`src/rtl/lsu_pkg.sv`:
```
`default_nettype none
// ============================================================================
// Module   : lsu_pkg
// Purpose  : Shared types, RV32 load/store width codes and memory mode encodings
// Revision : 1.0 - initial release
// ============================================================================
package lsu_pkg;

  typedef enum logic [1:0] {
    S_IDLE  = 2'd0,
    S_ISSUE = 2'd1,
    S_WAIT  = 2'd2,
    S_RESP  = 2'd3
  } lsu_state_t;

  localparam logic [2:0] F3_B  = 3'b000;
  localparam logic [2:0] F3_H  = 3'b001;
  localparam logic [2:0] F3_W  = 3'b010;
  localparam logic [2:0] F3_BU = 3'b100;
  localparam logic [2:0] F3_HU = 3'b101;

  localparam logic [1:0] MODE_W = 2'b00;
  localparam logic [1:0] MODE_B = 2'b01;
  localparam logic [1:0] MODE_H = 2'b10;

  // Stores have no unsigned variants, so any store with bit2 set is illegal.
  function automatic logic f3_illegal(input logic [2:0] f3, input logic we);
    return (f3 == 3'b011) || (f3 == 3'b110) || (f3 == 3'b111) || (we && f3[2]);
  endfunction

  function automatic logic f3_misaligned(input logic [2:0] f3, input logic [1:0] a);
    logic r;
    case (f3[1:0])
      2'b01:   r = a[0];
      2'b10:   r = (a != 2'b00);
      default: r = 1'b0;
    endcase
    return r;
  endfunction

  function automatic logic [1:0] f3_mode(input logic [2:0] f3);
    logic [1:0] m;
    case (f3[1:0])
      2'b00:   m = MODE_B;
      2'b01:   m = MODE_H;
      default: m = MODE_W;
    endcase
    return m;
  endfunction

endpackage
`default_nettype wire

```
`src/rtl/lsu_load_extend.sv`:
```
`default_nettype none
// ============================================================================
// Module   : lsu_load_extend
// Purpose  : Sign/zero extension of LSB-aligned load data by RV32 width code
// Revision : 1.0 - initial release
// ============================================================================
module lsu_load_extend
  import lsu_pkg::*;
(
  input  logic [2:0]  i_funct3,
  input  logic [31:0] i_raw,
  output logic [31:0] o_data
);

  always_comb begin
    o_data = i_raw;
    case (i_funct3)
      F3_B:    o_data = {{24{i_raw[7]}}, i_raw[7:0]};
      F3_H:    o_data = {{16{i_raw[15]}}, i_raw[15:0]};
      F3_BU:   o_data = {24'd0, i_raw[7:0]};
      F3_HU:   o_data = {16'd0, i_raw[15:0]};
      default: o_data = i_raw;
    endcase
  end

endmodule
`default_nettype wire

```
`src/rtl/load_store_unit.sv`:
```
`default_nettype none
// ============================================================================
// Module   : load_store_unit
// Purpose  : Single-outstanding RV32 load/store sequencer to a memory controller.
//            Define LSU_TIMEOUT_EN to bound the WAIT state by TIMEOUT_CYCLES.
// Revision : 1.0 - initial release
// ============================================================================
module load_store_unit
  import lsu_pkg::*;
#(
  parameter int TIMEOUT_CYCLES = 15
) (
  input  logic        clk,
  input  logic        rst_n,
  input  logic        req_valid,
  output logic        req_ready,
  input  logic        req_we,
  input  logic [2:0]  req_funct3,
  input  logic [23:0] req_addr,
  input  logic [31:0] req_wdata,
  output logic        resp_valid,
  output logic [31:0] resp_rdata,
  output logic        resp_err,
  output logic        mem_enable,
  output logic [23:0] mem_addr,
  output logic        mem_we,
  output logic [31:0] mem_wdata,
  output logic [1:0]  mem_instr_mode,
  input  logic [31:0] mem_rdata,
  input  logic        mem_op_r
);

  lsu_state_t  r_state;
  lsu_state_t  w_state_nxt;
  logic [2:0]  r_funct3;
  logic        w_accept;
  logic        w_bad;
  logic        w_done;
  logic        w_timeout;
  logic [31:0] w_ext;

  assign req_ready = (r_state == S_IDLE);
  assign w_accept  = req_ready && req_valid;
  assign w_bad     = f3_illegal(req_funct3, req_we) || f3_misaligned(req_funct3, req_addr[1:0]);
  assign w_done    = (r_state == S_WAIT) && mem_op_r;

`ifdef LSU_TIMEOUT_EN
  localparam int CW = $clog2(TIMEOUT_CYCLES + 1);
  logic [CW-1:0] r_tmo_cnt;

  // Held at zero outside WAIT, so it is clear on every entry into WAIT.
  always_ff @(posedge clk or negedge rst_n) begin
    if (!rst_n)                r_tmo_cnt <= '0;
    else if (r_state != S_WAIT) r_tmo_cnt <= '0;
    else                        r_tmo_cnt <= r_tmo_cnt + 1'b1;
  end

  assign w_timeout = (r_state == S_WAIT) && !mem_op_r && (r_tmo_cnt == CW'(TIMEOUT_CYCLES - 1));
`else
  logic [31:0] w_unused_tmo;
  assign w_unused_tmo = TIMEOUT_CYCLES;
  assign w_timeout    = 1'b0;
`endif

  always_comb begin
    w_state_nxt = r_state;
    case (r_state)
      S_IDLE:  if (w_accept) w_state_nxt = w_bad ? S_RESP : S_ISSUE;
      S_ISSUE: w_state_nxt = S_WAIT;
      S_WAIT:  if (w_done || w_timeout) w_state_nxt = S_RESP;
      S_RESP:  w_state_nxt = S_IDLE;
      default: w_state_nxt = S_IDLE;
    endcase
  end

  always_ff @(posedge clk or negedge rst_n) begin
    if (!rst_n) r_state <= S_IDLE;
    else        r_state <= w_state_nxt;
  end

  lsu_load_extend u_ext (
    .i_funct3 (r_funct3),
    .i_raw    (mem_rdata),
    .o_data   (w_ext)
  );

  always_ff @(posedge clk or negedge rst_n) begin
    if (!rst_n) begin
      resp_valid     <= 1'b0;
      resp_rdata     <= '0;
      resp_err       <= 1'b0;
      mem_enable     <= 1'b0;
      mem_addr       <= '0;
      mem_we         <= 1'b0;
      mem_wdata      <= '0;
      mem_instr_mode <= MODE_W;
      r_funct3       <= '0;
    end else begin
      mem_enable <= (w_state_nxt == S_ISSUE);
      resp_valid <= (w_state_nxt == S_RESP);
      resp_err   <= (w_accept && w_bad) || w_timeout;
      resp_rdata <= (w_done && !mem_we) ? w_ext : '0;
      // Memory samples we/mode late, so the request stays on the bus until WAIT exits.
      if (w_accept && !w_bad) begin
        mem_addr       <= req_addr;
        mem_we         <= req_we;
        mem_wdata      <= req_wdata;
        mem_instr_mode <= f3_mode(req_funct3);
        r_funct3       <= req_funct3;
      end else if ((r_state == S_WAIT) && (w_state_nxt == S_RESP)) begin
        mem_we <= 1'b0;
      end
    end
  end

endmodule
`default_nettype wire

```
`config.mk`:
```
export PLATFORM = sky130hd
export DESIGN_NAME = load_store_unit
export DESIGN_NICKNAME = d
export VERILOG_FILES = /design/src/rtl/lsu_pkg.sv /design/src/rtl/lsu_load_extend.sv /design/src/rtl/load_store_unit.sv
export SDC_FILE = /design/constraint.sdc
export NUM_CORES = 1
export LEC_CHECK = 0
export BUFFER_PORTS_ARGS = -buffer_cell sky130_fd_sc_hd__buf_2
export CORE_UTILIZATION = 49
export CTS_CLUSTER_DIAMETER = 100
export DETAILED_ROUTE_END_ITERATION = 8
export PLACE_DENSITY = 0.85
export RECOVER_POWER = 50
export SYNTH_ARGS = -nofsm -noshare
export SYNTH_HDL_FRONTEND = slang
export SYNTH_SLANG_ARGS = --single-unit
```
`constraint.sdc`:
```
create_clock -name clk -period 2.9 [get_ports clk]
set_input_delay 0.145 -clock clk [delete_from_list [all_inputs] [get_ports clk]]
set_output_delay 0.145 -clock clk [all_outputs]
set_load 0.005 [all_outputs]
```
# Word level (Yosys, flattened, before mapping)
# Cells that the tools add are included.
# classes
n_eq_ne	13
mux	10
n_reduce_logical	18
# ops
cell	count
$pmux 32 s4	1
$mux 32	1
$eq 3x3->1 const B	4
$eq 2x2->1 const B	4
$pmux 2 s4	1
$logic_and 1x1->1	7
$eq 2x1->1 const B	3
$mux 2	3
$logic_not 2->1	2
$logic_or 1x1->1	4
$pmux 2 s2	1
$reduce_bool 2->1	2
$eq 3x1->1 const B	1
$eq 3x2->1 const B	1
$logic_not 3->1	1
$logic_not 1->1	2
$mux 1	2
$pmux 1 s2	1
# word_totals
reg_bits	99
inputBits	96
output_inout_bits	95
elab_cells	51

# Logic depth before layout (Yosys ltp)
# Gate-level depths: netlist (run 1).
# logic_depth
depth_word	12
mapped_depth	9
ltp_nobuf	7

# By module
# From an unflattened synthesis (run 1), not the netlist that was laid out.
# unflattened
cells_unflattened	301
hier_area_um2	4106.4
# modules_own_cells
mod	n_inst	cells_each	area_per_inst_um2	seq_area_each_um2
load_store_unit	1	234	3751.1	2477.4
lsu_load_extend	1	67	355.3	0.0

# Worst setup path after synthesis (run 1)
# No wires, ideal clock.
# synth_timing
kind	reg-to-reg
start	register r_state[0]
end	register mem_addr[19]
setup_time_ps	125
t_arrival_ps	1532
required_time_ps	2775
slack_ps	1243
stages_incl_launch_ff	8
n_path_buf	2
period_less_slack_ps	1657
cell_sequence	dfrtp_1 inv_1 ha_1 and2_1 and2_4 buf_8 buf_6 mux2_2
# synth_via
elab_chain_cells	3
# synth_rtl
element	line	text
from (decl)	load_store_unit.sv:33	lsu_state_t r_state;
from (signal assigned)	load_store_unit.sv:78	else r_state <= w_state_nxt;
$logic_not 2->1	load_store_unit.sv:42	assign req_ready = (r_state == S_IDLE);
net req_ready	load_store_unit.sv:16	output logic req_ready,
$logic_and 1x1->1	load_store_unit.sv:43	assign w_accept = req_ready && req_valid;
$logic_and 1x1->1	load_store_unit.sv:104	if (w_accept && !w_bad) begin
to (signal assigned)	load_store_unit.sv:105	mem_addr <= req_addr;
to (decl)	load_store_unit.sv:25	output logic [23:0] mem_addr,
# The timed path passes the listed nets, and every way through them passes these cells.
# A chain may end at the register's enable or synchronous reset.

# Final worst setup path (run 1)
# layout_timing
start	register r_state[0]
end	register mem_addr[7]
# layout_via
elab_chain_cells	3
# layout_rtl
element	line
$logic_not 2->1	load_store_unit.sv:42
$logic_and 1x1->1	load_store_unit.sv:43
$logic_and 1x1->1	load_store_unit.sv:104
# No other way between the ends.

==> run summary, run 1 <==
Syn-to-layout area delta -> 30.8%
die height -> 91.0 um
layout cells sized above 1 -> 0.499
routed wire length -> 8270 um
post-CTS setup buffers -> 0
critical path required time -> 3130 ps
Yosys cell types -> 27
Setup crit end kind -> flip-flop
relative slew slack -> 0.279
worst-case clock buffer depth -> 2
dpl hpwl -> 6210 um
Worst-Skew Late Latency -> 340 ps
PostCTS Resize Cnt -> 0
HP Class -> in2reg
Reg area -> 0.00248 mm2
Tot GR Track Use -> 0.207
arrival time worst endpoint -> 2300 ps
Reg clk slew, reported paths -> 90 ps
hold slack -> 21.3 ps
FF-to-FF path depth -> 6
Clk network pwr share -> 0.169
Sink Count -> 99
root buffer cell -> clkbuf_8
skew final -> 8.94 ps
row count -> 32
Starting DRT DRC Count -> 67
vias -> 2790
P_leak -> 2.65 nW
I/O Pins -> 191
Flop pwr share -> 0.496
Pint -> 0.00309 W
Hold-fix buffers, CTS -> 6
Mean Syn Cell Area -> 14.5 um2
Critical Path Source Type -> flip-flop
endpoints failing setup -> 0
Post-DP Area -> 0.00490 mm2
initial antenna violation count -> 0
area share of the largest cell type after synthesis -> 0.639
# fillers -> 640
sw frac -> 0.315
Power Density -> 889 mW/mm2
CP Class -> reg2reg
Starting Density -> 0.505
status -> finished clean
MaxCap Viol Count -> 0
I/O Buffers -> 190
fin crit share -> 0.716
ANT nets after route -> 0
sum of negative setup slack -> 0 ps
Final Hold Vio Count -> 0
WL/cell -> 14.5 um
number of global-route vias before repair -> 2777
core area -> 0.00769 mm2
footprint of the multi-input gates -> 0.00120 mm2
NetSw -> 0.00142 W
WHS Path Cells -> 2
Fmax -> 481 MHz
RD Place Congestion -> 0.720
Yosys reg bits -> 99
fin crit period -> 2080 ps
Least-Margin Pin Slew -> 1080 ps
setup repair after global routing missed its margin -> no
antenna fix cells -> 0
Synth Cell Area -> 0.00388 mm2
drt first pass iters -> 4
Die W -> 91.0 um
register area share after synthesis -> 0.639
full die area -> 0.00828 mm2
Synth warnings -> 0
TritonCTS Buffers -> 9
first-pass GRT wire length -> 13300 um
Gate Count Post-Synth -> 267
grt total ovfl -> 0
via-per-instance ratio -> 4.89
combinational group share of total power -> 0.336
synth top area cells -> dfrtp_1 (64%), mux2_2 (15%), mux2_4 (4.3%), a21oi_1 (3.1%), ha_1 (2.6%)
cell type with the largest total area after synthesis -> dfrtp_1
syn_nets -> 371
largest net degree at the start of global routing -> 57
peak supply drop -> 0.000451 V
# H-tree levels -> 3
DRC violations left -> 0
CP max FO -> 31
CTS tree -> done
# nets final -> 568
Final Instance Area -> 0.00508 mm2
max-slew violations -> 0
==> critical path, cell delays in order (launching register included) <==
cell and delay, ps:
dfrtp_1 390, inv_1 110, ha_1 160, and2_1 210, and2_4 480, buf_12 240
mux2_2 350
==> per-stage QoR <==
| step | utilization | total power, W | cells | worst slack (ps) |
|---|---|---|---|---|
| finish | 0.660 | 0.00451 | 571 | 823 |
| global route | 0.660 | 0.00482 | 571 | 715 |
| CTS | 0.667 | 0.00463 | 571 | 802 |
| detailed placement | 0.637 | 0.00384 | 549 | 723 |
| global placement | 0.637 | 0.00375 | 549 | 792 |
| floorplan | - | 0.00309 | 267 | 1240 |
==> layout make-up <==
type / count / share of cell area
Timing Repair Buffer: 200 / 0.201
Sequential cell: 99 / 0.488
Clock buffer: 10 / 0.0251
Clock inverter: 6 / 0.00838
Multi-Input combinational cell: 132 / 0.236
Inverter: 22 / 0.0163
Tap cell: 102 / 0.0251
==> power groups by stage <==
stage	clock, W	combinational (W)	sequential (W)
after floorplan	0	0.000862	0.00223
after CTS	0.000799	0.00160	0.00223
after detailed placement	0	0.00159	0.00225
after global routing	0.000845	0.00167	0.00231
after global placement	0	0.00152	0.00223
final	0.000761	0.00152	0.00224
==> cells in the mapped netlist (all sizes together) <==
master	number
mux2i	2
a31oi	1
nor2	3
inv	22
clkbuf	5
o21ai	12
ha	8
buf	9
dfrtp	99
nor2b	2
or4b	1
mux2	61
a211o	1
and2	11
o211ai	1
nand3b	1
nand3	1
o22ai	1
and4b	1
a21oi	24
and3b	1
==> cell families (layout without fill, tap and decap cells) <==
logic type / Yosys count / in the layout / share of synthesized area
flip-flops: 99 / 99 / 0.639
AO/OA/AOI/OAI: 40 / 40 / 0.0555
adder cells (fa/ha/maj): 8 / 8 / 0.0258
multiplexers: 63 / 63 / 0.193
buffers and inverters: 36 / 238 / 0.0522
AND/OR/NAND/NOR: 21 / 21 / 0.0351
==> final timing paths <==
path | from | endpoint | slack [ps]
worst max-delay path | r_state[0]$_DFF_PN0_ | mem_addr[7]$_DFFE_PN0P_ | 820
worst min-delay path | mem_rdata[6] | resp_rdata[6]$_DFF_PN0_ | 20
worst max register to register | r_state[0]$_DFF_PN0_ | mem_addr[7]$_DFFE_PN0P_ | 820
worst min register to register | mem_wdata[6]$_DFFE_PN0P_ | mem_wdata[6]$_DFFE_PN0P_ | 510
max in group asynchronous | rst_n | r_funct3[2]$_DFFE_PN0P_ | 1540
min in group asynchronous | rst_n | mem_wdata[16]$_DFFE_PN0P_ | 530
==> per-layer routing <==
layer	track usage	wire length, um	vias to the layer above
met5	0	0	-
met4	0.0754	130	0
met3	0.0570	715	11
met2	0.359	4150	140
met1	0.247	3270	1346
li1	-	-	1293
==> flip-flops by register name, summed over array words and instances (netlist names) <==
signal / count
mem_addr: 24
mem_enable: 1
mem_instr_mode: 2
mem_wdata: 32
mem_we: 1
r_funct3: 3
r_state: 2
resp_err: 1
resp_rdata: 32
resp_valid: 1
==> cells in the final DEF (no fill, tap or decap), types with 3 or more instances in the layout <==
| cell type | count |
|---|---|
| buf_2 | 151 |
| dfrtp_1 | 99 |
| mux2_2 | 50 |
| clkbuf_1 | 39 |
| a21oi_1 | 24 |
| inv_1 | 22 |
| o21ai_0 | 11 |
| mux2_4 | 11 |
| and2_1 | 10 |
| clkbuf_8 | 9 |
| ha_1 | 8 |
| dlygate4sd3_1 | 6 |
| nor2_1 | 3 |
Power figures use the tool's default switching activity.
==> run 2: changes to the inputs <==
--- a/config.mk
+++ b/config.mk
@@ -6,10 +6,10 @@
 export NUM_CORES = 1
 export LEC_CHECK = 0
 export BUFFER_PORTS_ARGS = -buffer_cell sky130_fd_sc_hd__buf_2
-export CORE_UTILIZATION = 49
+export CORE_UTILIZATION = 46
 export CTS_CLUSTER_DIAMETER = 100
 export DETAILED_ROUTE_END_ITERATION = 8
-export PLACE_DENSITY = 0.85
+export PLACE_DENSITY = 0.8
 export RECOVER_POWER = 50
 export SYNTH_ARGS = -nofsm -noshare
 export SYNTH_HDL_FRONTEND = slang
==> constraint.sdc (replaced) <==
create_clock -name clk -period 1.98 [get_ports clk]
set_input_delay 0.099 -clock clk [delete_from_list [all_inputs] [get_ports clk]]
set_output_delay 0.099 -clock clk [all_outputs]
set_load 0.005 [all_outputs]
==> run 2 against run 1 <==
  * Hold slack got worse by 5.8 ps
  * Critical path type unchanged
  * Final cell count increased by 15%
  * Utilization increased by 6.8 points
  * Sequential share of layout area decreased by 7.2 points
==> run summary, run 2 (synthesis results as in run 1) <==
RD Place Congestion -> 0.762 (+5.9%)
core area -> 0.00818 mm2 (+6.3%)
row count -> 33 (+3.1%)
arrival time worst endpoint -> 1990 ps (-310 ps)
antenna fix cells -> 0 (unchanged)
drt first pass iters -> 4 (unchanged)
HP Class -> in2reg
vias -> 3180 (+14%)
Final Hold Vio Count -> 0 (unchanged)
Setup crit end kind -> flip-flop
Starting Density -> 0.475 (-0.0301)
full die area -> 0.00881 mm2 (+6.4%)
setup repair after global routing missed its margin -> no
pre-CTS worst setup slack -> 52.6 ps (-670 ps)
root buffer cell -> clkbuf_8
die height -> 93.8 um (+3.1%)
initial antenna violation count -> 0 (unchanged)
fin crit share -> 0.882 (+0.166)
layout cells sized above 1 -> 0.400 (-0.0993)
max incr delay on CP -> 390 ps (-90 ps)
crit path cell chain -> inv_1 > ha_1 > and2_1 > and2_4 > buf_12 > mux2_2
critical path's top delay family -> simple AND/OR/NAND/NOR gates
I/O Pins -> 191 (unchanged)
sum of negative setup slack -> 0 ps (unchanged)
# H-tree levels -> 3 (unchanged)
max-slew violations -> 0 (unchanged)
worst-case clock buffer depth -> 2 (unchanged)
via-per-instance ratio -> 4.83 (-1.1%)
Non-Filler Instances -> 658 (+15%)
CTS tree -> done
routed wire length -> 10300 um (+25%)
endpoints failing setup -> 0 (unchanged)
critical path required time -> 2220 ps (-910 ps)
Die W -> 93.8 um (+3.1%)
dpl hpwl -> 6360 um (+2.4%)
peak supply drop -> 0.000645 V (+43%)
Fmax -> 573 MHz (+19%)
TritonCTS Buffers -> 9 (unchanged)
CP Class -> reg2reg
Inst Count DP -> 558 (+1.6%)
Total Power -> 0.00715 W (+58%)
Power Density -> 1200 mW/mm2 (+35%)
most frequent cells in the layout -> buf_2 (131), dfrtp_1 (99), dlygate4sd3_1 (84), clkbuf_1 (57), mux2_2 (50)
Tot GR Track Use -> 0.237 (+0.0302)
Critical Path Source Type -> flip-flop
I/O Buffers -> 190 (unchanged)
WL/cell -> 15.7 um (+8.4%)
relative slew slack -> 0.265 (-0.0137)
Worst path slowest cell -> dfrtp_1
commonest non-fill, non-tap cell in the layout -> buf_2
post-route setup slack -> 234 ps (-589 ps)
Final Instance Area -> 0.00595 mm2 (+17%)
fin crit period -> 1750 ps (-331 ps)
status -> finished clean
Sink Count -> 99 (unchanged)
DRC violations left -> 0 (unchanged)
ANT nets after route -> 0 (unchanged)
first-pass GRT wire length -> 15800 um (+18%)
largest net degree at the start of global routing -> 55 (-3.5%)
# nets final -> 652 (+15%)
Worst-Skew Late Latency -> 350 ps (about the same)
Post-DP Area -> 0.00497 mm2 (+1.5%)
Least-Margin Pin Slew -> 1100 ps (+20.5 ps)
MaxCap Viol Count -> 0 (unchanged)
CP max FO -> 20 (-35%)
biggest regs -> mem_wdata (32), resp_rdata (32), mem_addr (24)
number of global-route vias before repair -> 3311 (+19%)
grt total ovfl -> 0 (unchanged)
# fillers -> 585 (-8.6%)
WP buf/inv -> 2 (unchanged)
Reg clk slew, reported paths -> 90 ps (about the same)
Syn-to-layout area delta -> 53.4%
P_leak -> 2.95 nW (+11%)
skew final -> 7.73 ps (-1.21 ps)
Starting DRT DRC Count -> 77 (+15%)
-- run 2: worst min-delay path, cell delays in order --
cell and delay, ps:
buf_2 90, o21ai_0 70, a21oi_1 70
-- run 2: power breakdown --
group          total (W)  switching [W]  internal, W
clock            0.00142       0.000676     0.000746
sequential       0.00323       0.000429      0.00281
combinational    0.00249        0.00109      0.00140
total            0.00715        0.00220      0.00495
-- run 2: final cells by class --
cell class | instances | area [um2] | area share
multi-input combinational | 132 | 1200 | 0.202
timing repair buffer | 284 | 1840 | 0.308
clock inverter | 6 | 88.8 | 0.0149
sequential | 99 | 2480 | 0.416
tap | 105 | 131 | 0.0221
inverter | 22 | 82.6 | 0.0139
clock buffer | 10 | 138 | 0.0231
-- run 2: worst paths after layout --
check | start | end | slack, ps | depth (start not counted)
worst max-delay path | r_state[0]$_DFF_PN0_ | mem_wdata[9]$_DFFE_PN0P_ | 230 | 6
max in group asynchronous | rst_n | mem_addr[3]$_DFFE_PN0P_ | 440 | 3
worst min-delay path | mem_rdata[10] | resp_rdata[10]$_DFF_PN0_ | 20 | 3
min in group asynchronous | rst_n | mem_wdata[1]$_DFFE_PN0P_ | 490 | 2
worst max register to register | r_state[0]$_DFF_PN0_ | mem_wdata[9]$_DFFE_PN0P_ | 230 | 6
worst min register to register | mem_addr[12]$_DFFE_PN0P_ | mem_addr[12]$_DFFE_PN0P_ | 510 | 1
-- run 2: per-stage QoR --
step / utilization / hold WS, ps
3_5_place_dp: 0.608 / 138
6_report: 0.728 / 15.5
3_3_place_gp: 0.608 / 130
2_1_floorplan: - / -197
5_1_grt: 0.728 / 6.07
4_1_cts: 0.738 / 0.364
-- run 2: what timing repair did --
action / 4_1_cts / 5_1_grt
buffers inserted: 0 / 0
hold buffers: 84 / 0
endpoints found under the hold margin: 128 / 0
gates resized for setup: 0 / 0
-- run 2: layer usage --
metal	share of wire	track usage	vias up
met5	0	0	-
met3	0.055	0.0518	24
met4	0.025	0.0808	0
met1	0.39	0.262	1564
li1	-	-	1456
met2	0.53	0.446	136
